## config.mk

```make
export PLATFORM = sky130hd
export DESIGN_NAME = alu_operand_stage
export DESIGN_NICKNAME = d
export VERILOG_FILES = /design/src/rtl/alu_pkg.sv /design/src/rtl/alu_unit_decode.sv /design/src/rtl/alu_operand_stage.sv
export SDC_FILE = /design/constraint.sdc
export NUM_CORES = 1
export LEC_CHECK = 0
export ABC_AREA = 1
export BUFFER_PORTS_ARGS = -buffer_cell sky130_fd_sc_hd__clkbuf_2
export CAP_MARGIN = 30
export CORE_UTILIZATION = 35
export CTS_BUF_LIST = sky130_fd_sc_hd__clkbuf_4
export CTS_CLUSTER_SIZE = 16
export DETAILED_ROUTE_END_ITERATION = 10
export PLACE_DENSITY_LB_ADDON = 0.15
export SYNTH_ARGS = -nofsm -noshare
export SYNTH_HDL_FRONTEND = slang
export SYNTH_SLANG_ARGS = --single-unit
```

## constraint.sdc

```tcl
create_clock -name clk -period 1.3 [get_ports clk]
set_clock_uncertainty 0.1 [all_clocks]
set_input_delay 0 -clock clk [delete_from_list [all_inputs] [get_ports clk]]
set_output_delay 0 -clock clk [all_outputs]
set_load 0.005 [all_outputs]
```

## src/rtl/alu_pkg.sv

```systemverilog
// Purpose: shared ALU op encodings and request layout for the ID/EX operand stage and EX-side users.
// Latency: n/a (types and constants only).
// Backpressure: n/a.
package alu_pkg;

  localparam int WIDTH_DEF = 32;
  localparam int OPW_DEF   = 3;
  localparam int RDW_DEF   = 5;

  typedef enum logic [OPW_DEF-1:0] {
    OP_ADD = 3'd0,
    OP_SUB = 3'd1,
    OP_AND = 3'd2,
    OP_OR  = 3'd3,
    OP_XOR = 3'd4,
    OP_SLT = 3'd5
  } alu_op_t;

  // Request as presented to the ALU in the default configuration.
  typedef struct packed {
    logic [WIDTH_DEF-1:0] data0;
    logic [WIDTH_DEF-1:0] data1;
    logic [OPW_DEF-1:0]   op;
    logic [RDW_DEF-1:0]   rd;
  } alu_req_t;

endpackage

```

## src/rtl/alu_unit_decode.sv

```systemverilog
// Purpose: combinational op code -> one-hot ALU unit enable decode.
// Latency: 0 cycles (pure combinational).
// Backpressure: none; enables are gated by valid only.
// Ports: valid (entry present), op (ALU op code), slt_en / add_en / logic_en (unit enables).
module alu_unit_decode
  import alu_pkg::*;
#(
  parameter int OPW = 3
) (
  input  logic           valid,
  input  logic [OPW-1:0] op,
  output logic           slt_en,
  output logic           add_en,
  output logic           logic_en
);

  // Undefined codes match none of the compares, so every enable stays low.
  assign slt_en   = valid & (op == OPW'(OP_SLT));
  assign add_en   = valid & ((op == OPW'(OP_ADD)) | (op == OPW'(OP_SUB)));
  assign logic_en = valid & ((op == OPW'(OP_AND)) | (op == OPW'(OP_OR)) |
                             (op == OPW'(OP_XOR)));

endmodule

```

## src/rtl/alu_operand_stage.sv

```systemverilog
// Purpose: ID/EX operand register stage (head + skid) feeding the ALU with one-hot unit enables.
// Latency: 1 cycle; an instruction accepted at edge N is on out_* after edge N, no bubbles.
// Backpressure: in_ready is registered and drops only when both entries are full; flush empties.
// Ports: in_* valid/ready decode side, out_* valid/ready ALU side, flush squash, occupancy 0..2.
module alu_operand_stage
  import alu_pkg::*;
#(
  parameter int WIDTH = WIDTH_DEF,
  parameter int OPW   = 3,
  parameter int RDW   = 5
) (
  input  logic             clk,
  input  logic             rst_n,
  input  logic             flush,
  input  logic             in_valid,
  output logic             in_ready,
  input  logic [WIDTH-1:0] in_data0,
  input  logic [WIDTH-1:0] in_data1,
  input  logic [OPW-1:0]   in_op,
  input  logic [RDW-1:0]   in_rd,
  output logic             out_valid,
  input  logic             out_ready,
  output logic [WIDTH-1:0] out_data0,
  output logic [WIDTH-1:0] out_data1,
  output logic [OPW-1:0]   out_op,
  output logic [RDW-1:0]   out_rd,
  output logic             out_slt_en,
  output logic             out_add_en,
  output logic             out_logic_en,
  output logic [1:0]       occupancy
);

  typedef enum logic [1:0] {
    S_EMPTY = 2'd0,
    S_ONE   = 2'd1,
    S_TWO   = 2'd2
  } state_t;

  typedef struct packed {
    logic [WIDTH-1:0] data0;
    logic [WIDTH-1:0] data1;
    logic [OPW-1:0]   op;
    logic [RDW-1:0]   rd;
  } req_t;

  state_t state, state_nxt;
  req_t   head, head_nxt, skid, skid_nxt, in_req;
  logic   in_ready_q;
  logic   push, pop;

  assign in_req = '{data0: in_data0, data1: in_data1, op: in_op, rd: in_rd};
  assign push   = in_valid & in_ready_q & ~flush;
  assign pop    = out_valid & out_ready;

  always_comb begin
    state_nxt = state;
    head_nxt  = head;
    skid_nxt  = skid;
    case (state)
      S_EMPTY: begin
        if (push) begin
          state_nxt = S_ONE;
          head_nxt  = in_req;
        end
      end
      S_ONE: begin
        if (push && pop) begin
          head_nxt = in_req;
        end else if (push) begin
          state_nxt = S_TWO;
          skid_nxt  = in_req;
        end else if (pop) begin
          state_nxt = S_EMPTY;
        end
      end
      S_TWO: begin
        if (pop) begin
          state_nxt = S_ONE;
          head_nxt  = skid;
        end
      end
      default: state_nxt = S_EMPTY;
    endcase
    // A pop in the flush cycle has already completed; only the remaining entries are dropped.
    if (flush) state_nxt = S_EMPTY;
  end

  always_ff @(posedge clk or negedge rst_n) begin
    if (!rst_n) begin
      state      <= S_EMPTY;
      head       <= '0;
      skid       <= '0;
      in_ready_q <= 1'b1;
    end else begin
      state      <= state_nxt;
      head       <= head_nxt;
      skid       <= skid_nxt;
      // Registered from next state so in_ready never has a path from out_ready.
      in_ready_q <= (state_nxt != S_TWO);
    end
  end

  assign in_ready  = in_ready_q;
  assign out_valid = (state != S_EMPTY);
  assign occupancy = {state == S_TWO, state == S_ONE};

  // Stale head contents are hidden while empty.
  assign out_data0 = out_valid ? head.data0 : '0;
  assign out_data1 = out_valid ? head.data1 : '0;
  assign out_op    = out_valid ? head.op    : '0;
  assign out_rd    = out_valid ? head.rd    : '0;

  alu_unit_decode #(.OPW(OPW)) u_decode (
    .valid    (out_valid),
    .op       (head.op),
    .slt_en   (out_slt_en),
    .add_en   (out_add_en),
    .logic_en (out_logic_en)
  );

  a_no_push_in_two: assert property (@(posedge clk) disable iff (!rst_n)
    !(state == S_TWO && push));
  a_occ_encoding: assert property (@(posedge clk) disable iff (!rst_n)
    occupancy == {state == S_TWO, state == S_ONE});
  a_ready_tracks_state: assert property (@(posedge clk) disable iff (!rst_n)
    in_ready_q == (state != S_TWO));
  a_enables_onehot: assert property (@(posedge clk) disable iff (!rst_n)
    $onehot0({out_slt_en, out_add_en, out_logic_en}));

endmodule

```

==> results of run 1 <==
==> kinds of logic (layout without fill, tap and decap cells) <==
kind of cell           after synthesis  after routing  share of synthesized area [%]
DFF                                147            147                           50.7
buffers and inverters              209            511                           11.6
AOI/OAI and AO/OA                   75             75                           5.17
and+or+nand+nor                    599            604                           32.6
other                                0              2                              0
==> routing by layer <==
metal  part of all wire, %  vias to the layer above  routed length (um)  GRT usage, %
met5                     0                        -                   0             0
met4                  0.92                        0                 229          4.17
met3                   3.8                       17                 955          4.33
met2                    48                      155               12000          35.8
met1                    47                     3442               11700          28.9
li1                      -                     3686                   -             -
==> path summary, 6_finish.rpt <==
check                            start  endpoint  cells past startpoint
min in group asynchronous        rst_n  head[27]                      3
max in group asynchronous        rst_n  in_ready                      4
setup reg to reg              state[0]  skid[40]                     10
hold / removal             in_data0[4]  skid[44]                      4
hold reg to reg               head[26]  head[26]                      2
setup / recovery              state[0]  skid[40]                     10
==> layout by cell type (no fill, tap or decap), types with 23 or more instances in the layout <==
cell type,instances
buf_12,33
clkbuf_2,152
dfrtp_1,144
dlygate4sd3_1,77
inv_1,147
nand2_1,330
nand2_2,78
nand2_4,32
nand3_1,51
nand3_2,23
nor2_1,75
o21ai_1,44
==> worst register-to-register path, stage by stage, from the launching register on <==
cell and delay, ns:
dfrtp_2 0.43, buf_6 0.12, buf_6 0.10, inv_6 0.04
buf_12 0.11, nor2_4 0.19, nand3_4 0.21, buf_6 0.19
buf_16 0.14, nand2_1 0.06, o21ai_1 0.05
==> timing repair <==
action / in CTS / in global routing
setup endpoints to repair: 224 / 226
pin swaps: 13 / 80
hold endpoints to repair: 294 / 0
cloned: 19 / 26
buffers inserted: 18 / 10
gates resized for setup: 54 / 211
hold buffers: 77 / 0
==> final cells by class <==
class	count	area (um2)	share of cell area, %
timing repair buffer	330	3270	27.9
clock buffer	17	128	1.09
tap	270	338	2.88
antenna	2	5.00	0.0427
sequential	147	3680	31.4
clock inverter	14	210	1.79
multi-input combinational	679	3520	30.1
inverter	150	571	4.87
==> stage by stage <==
stage / cell area (um2) / TNS (ns) / util, % / total power [mW]
floorplan: 7400 / -12.96 / - / 7.18
global placement: 8670 / -25.67 / 42.7 / 7.96
detailed placement: 8670 / -28.08 / 42.7 / 8.01
CTS: 10700 / -81.79 / 52.6 / 11.8
global route: 11700 / -108.84 / 57.8 / 13.0
finish: 11700 / -92.38 / 57.8 / 12.3
==> sequential cells by signal, indices dropped and copies added, names as in the netlist <==
| register | flops |
|---|---|
| head | 72 |
| in_ready | 1 |
| skid | 72 |
| state | 2 |
==> power by group <==
group	internal [mW]	switching (mW)
registers	5.45	0.652
logic	1.33	1.38
clock network	1.71	1.76
total	8.49	3.79
==> impl_metrics.ini, run 1 <==
[sta]
period_minus_slack_ns = 1.84
maxSlewViolCount = 0
finalSetupViolations = 226
hold_violations = 0
fin_crit_sh_pct = 141
setup_slack_ns = -0.538
whs_ns = 0.119
max_freq_mhz = 544
relSlewSlack_pct = 70.6
tightestPinTransition_ns = 0.442
rsz0062_at_grt = true

[min_path]
hp-class = in -> reg

[critical_path]
cp.buffers_inverters = 6
cp_cell_sequence = buf_6 > buf_6 > inv_6 > buf_12 > nor2_4 > nand3_4 > buf_6 > buf_16 > nand2_1 > o21ai_1
crit_family = buffers and inverters
r2r_setup_slack_ns = -0.54
cp_max_fo = 10
required_ns = 1.64
cpMostUsedCell = buf_6
crit_arrival_ns = 2.18
slowest_delay_ns = 0.43
end_kind = register
slowest_stage = dfrtp_2
critical_path_class = reg -> reg
start_kind = register

[final_layout]
fillCellCount = 1898
syn_to_final_growth_pct = 61.6
drive_above_1_share_pct = 33.8
instances_no_fill = 1609
fin_nets = 1402

[clock_tree]
cts_tree = yes
clkLatencyLatePin_ns = 0.55
path_clk_slew_ns = 0.14
cts_root_buf = clkbuf_4
cts_max_level = 4
clock-sinks = 147
clockBufferDepth = 2
cts_buffers = 17

[grt]
grt_max_degree = 47
grt_util_all_layers_pct = 21.4
first_global_vias = 6568
antenna_found_initial = 1
grt_pass1_wl_mm = 35.5
grt_overflow = 0

[detailed_routing]
wl_mm = 24.9
wl_per_cell_um = 15.5
vias_per_cell = 4.54
via_count = 7300
drcViolationCount = 0
drt_first_pass_iters = 6
drt_iter0_markers = 378
ant_nets = 0

[synthesis]
yosysMostFrequentCell = nand2_1
synth_area_leader_cell = dfrtp_1
synth_fp_nets = 1107
synth-edff-count = 0
synth_top_cell_area_share_pct = 50.3
synth.distinct_cells = 19
seq_area_frac_synth_pct = 50.7
synth_cells = 1030
yosys-top-cells-area = dfrtp_1 50%, nand2_1 23%, inv_1 7.6%
dominantRegCellSynth = dfrtp_1
yosys_warnings = 0
syn_avg_cell_area_um2 = 7.05
syn_area_um2 = 7260
ys_seq_elements = 147
async_reset_ff_share_pct = 100
yosys-top-cells-count = 441 x nand2_1, 147 x inv_1, 146 x dfrtp_1, 76 x nor2_1, 74 x nand3_1

[placement]
place_inst = 1439
place_ws_ns = -0.256
portBuffers = 155
hpwlAfterDp_mm = 12.8
place_congestion = 0.748

[power]
p_per_area_nw_per_um2 = 1050
ir_drop_uv = 587
power_leakage_nw = 6.62

[outcome]
status = finished, violations left
violations = setup timing

[die]
initial_core_util_pct = 35.8
dieArea_um2 = 21300
core.rowCount = 52
die_y_um = 146
die_x_um = 146
io_pins = 156
core_area_um2 = 20300

[flow_run]
max_cap_viol_count = 0
(Power assumes the default switching activity.)
==> run 2, diff against run 1 <==
--- a/config.mk
+++ b/config.mk
@@ -8,7 +8,7 @@
 export ABC_AREA = 1
 export BUFFER_PORTS_ARGS = -buffer_cell sky130_fd_sc_hd__clkbuf_2
 export CAP_MARGIN = 30
-export CORE_UTILIZATION = 35
+export CORE_UTILIZATION = 51
 export CTS_BUF_LIST = sky130_fd_sc_hd__clkbuf_4
 export CTS_CLUSTER_SIZE = 16
 export DETAILED_ROUTE_END_ITERATION = 10
==> run 2 against run 1 <==
  * The flow still finishes with violations (setup timing)
  * Sequential share of layout area is 1.2 points higher
  * Design area down 3.6%
  * Global-route usage up 11 points
  * Routed wire length grew 7.5%
  * Total power decreased by 6.4%
  * Sequential power decreased by 2%
  * Non-clock buffer count is 7 higher
  * Sequential cell count stayed put
  * Critical path depth fell by 5
  * Largest power group unchanged
==> impl_metrics.ini, run 2 (synthesis results as in run 1) <==
[outcome]
status = finished, violations left
violations = setup timing

[power]
power_leakage_nw = 6.35
p_per_area_nw_per_um2 = 1020
seq_power_share_pct = 52.3
ir_drop_uv = 691
p_clk_share_pct = 22.6
p_switching_mw = 3.77
pwr-share-comb_pct = 25.1
total_power_mw = 11.5
intPower_mw = 7.71
sw_frac_of_total_pct = 32.9

[clock_tree]
path_clk_slew_ns = 0.12
cts_max_level = 4
clockBufferDepth = 2
cts_buffers = 17
clock-sinks = 147
cts_root_buf = clkbuf_4
cts_tree = yes
clkLatencyLatePin_ns = 0.57

[final_layout]
register_area_um2 = 3680
fillCellCount = 860
fin_nets = 1406
layout_commonest_cell = nand2_1
drive_above_1_share_pct = 28.5
syn_to_final_growth_pct = 55.7
final_cell_area_um2 = 11300
multi_input_area_um2 = 3170
reg.largest.list = head x72, skid x72, state x2
num_antenna_cells = 0
layout_common_cells = 413 x nand2_1, 152 x clkbuf_2, 147 x inv_1, 144 x dfrtp_1, 77 x dlygate4sd3_1

[detailed_routing]
wl_mm = 26.8
wl_met1_mm = 10.5
drcViolationCount = 0
highest_layer = met4
wl_met3_mm = 2.34
drt_first_pass_iters = 5
wl_per_cell_um = 17.6
vias_per_cell = 5.38
ant_nets = 0
dr_wl_met2_mm = 12.8
drt_iter0_markers = 918
via_count = 8187

[critical_path]
crit_arrival_ns = 1.73
cp.buffers_inverters = 3
critical_path_class = reg -> out
r2r_setup_slack_ns = -0.48
cp_max_fo = 12
slowest_stage = dfrtp_2
slowest_delay_ns = 0.44
start_kind = register
crit_family = buffers and inverters
required_ns = 1.20
r2r-start = state[1]
r2r_end = head[37]
end_kind = output pin
cp_cell_sequence = nor2_4 > buf_4 > buf_12 > nor2_1 > clkbuf_2
r2r_cells = 11

[die]
die_x_um = 121
core.rowCount = 43
core_area_um2 = 13900
initial_core_util_pct = 52.3
io_pins = 156
dieArea_um2 = 14700
die_y_um = 121

[sta]
hold_violations = 0
setup_slack_ns = -0.527
maxSlewViolCount = 0
fin_crit_sh_pct = 141
period_minus_slack_ns = 1.83
finalSetupViolations = 226
tightestPinTransition_ns = 0.349
relSlewSlack_pct = 76.7
max_freq_mhz = 547
rsz0062_at_grt = true

[placement]
place_ws_ns = -0.316
placed_cell_area_um2 = 8490
place_congestion = 0.774
portBuffers = 155
hpwlAfterDp_mm = 11.3

[grt]
grt_util_all_layers_pct = 32.6
grt_overflow = 0
grt_pass1_wl_mm = 36.5
first_global_vias = 7251
grt_max_degree = 71
antenna_found_initial = 0

[min_path]
hold_depth = 4
min_from = in_data0[26]
hp-class = in -> reg
hold_end = skid[66]

[flow_run]
max_cap_viol_count = 0
[run 2: cell count changes in the layout (fill, tap and decap cells not counted), moves of 14 or more]
| cell | delta |
|---|---|
| nand2_2 | -53 |
| nor2_2 | +19 |
| nand2_4 | -31 |
| nand2_1 | +83 |
| nor2_1 | -23 |
| o21ai_2 | -14 |
[run 2: power by group through the flow]
stage          clock, mW  sequential [mW]  combinational, mW
2_1_floorplan          0             5.89               1.29
3_3_place_gp           0             5.99               1.90
3_5_place_dp           0             6.00               1.97
4_1_cts             2.57             5.92               2.50
5_1_grt             2.80             6.09               3.19
6_report            2.59             6.00               2.88
[run 2: final cells by class]
class	instances	area share, %
clock inverter	14	0.853
sequential	147	32.6
clock buffer	18	1.20
timing repair buffer	337	30.2
multi-input combinational	676	28.1
tap	180	1.99
inverter	150	5.05
[run 2: worst max-delay path by stage]
stage                    end  cells past startpoint      from
4_1_cts        out_data0[19]                      5  state[0]
6_report       out_data0[19]                      5  state[0]
2_1_floorplan       skid[30]                      7  in_ready
3_5_place_dp         skid[3]                      6  in_ready
3_3_place_gp        skid[13]                      6  in_ready
5_1_grt           out_add_en                      5  state[1]
[run 2: worst register-to-register path, stage by stage, from the launching register on]
cell and delay (ns):
dfrtp_2 0.46, buf_4 0.16, buf_4 0.13, inv_4 0.06, nor2_4 0.05, buf_8 0.13
buf_4 0.14, buf_12 0.15, nand2_1 0.08, nand2_1 0.07, nand3_1 0.06, nand2_1 0.08
[run 2: repair_timing]
action,4_1_cts,5_1_grt
setup endpoints to repair,224,226
hold buffers,77,0
pin swaps,6,29
endpoints found under the hold margin,294,0
gates cloned,20,15
resized for setup,79,98
buffers inserted,18,21
[run 2: metal layers]
metal	global-route usage (%)	vias to the layer above
li1	-	3710
met1	43.1	3844
met2	52.0	523
met3	6.81	110
met4	13.7	0
met5	0	-
[run 2: stage by stage]
| step | TNS, ns | util (%) | hold WS, ns | std cells |
|---|---|---|---|---|
| CTS | -78.50 | 75.9 | 0.0707 | 1488 |
| floorplan | -12.96 | - | -0.396 | 1030 |
| global route | -108.05 | 81.4 | 0.0873 | 1522 |
| detailed placement | -31.74 | 61.1 | -0.187 | 1341 |
| finish | -95.92 | 81.4 | 0.101 | 1522 |
| global placement | -25.86 | 61.1 | -0.185 | 1341 |
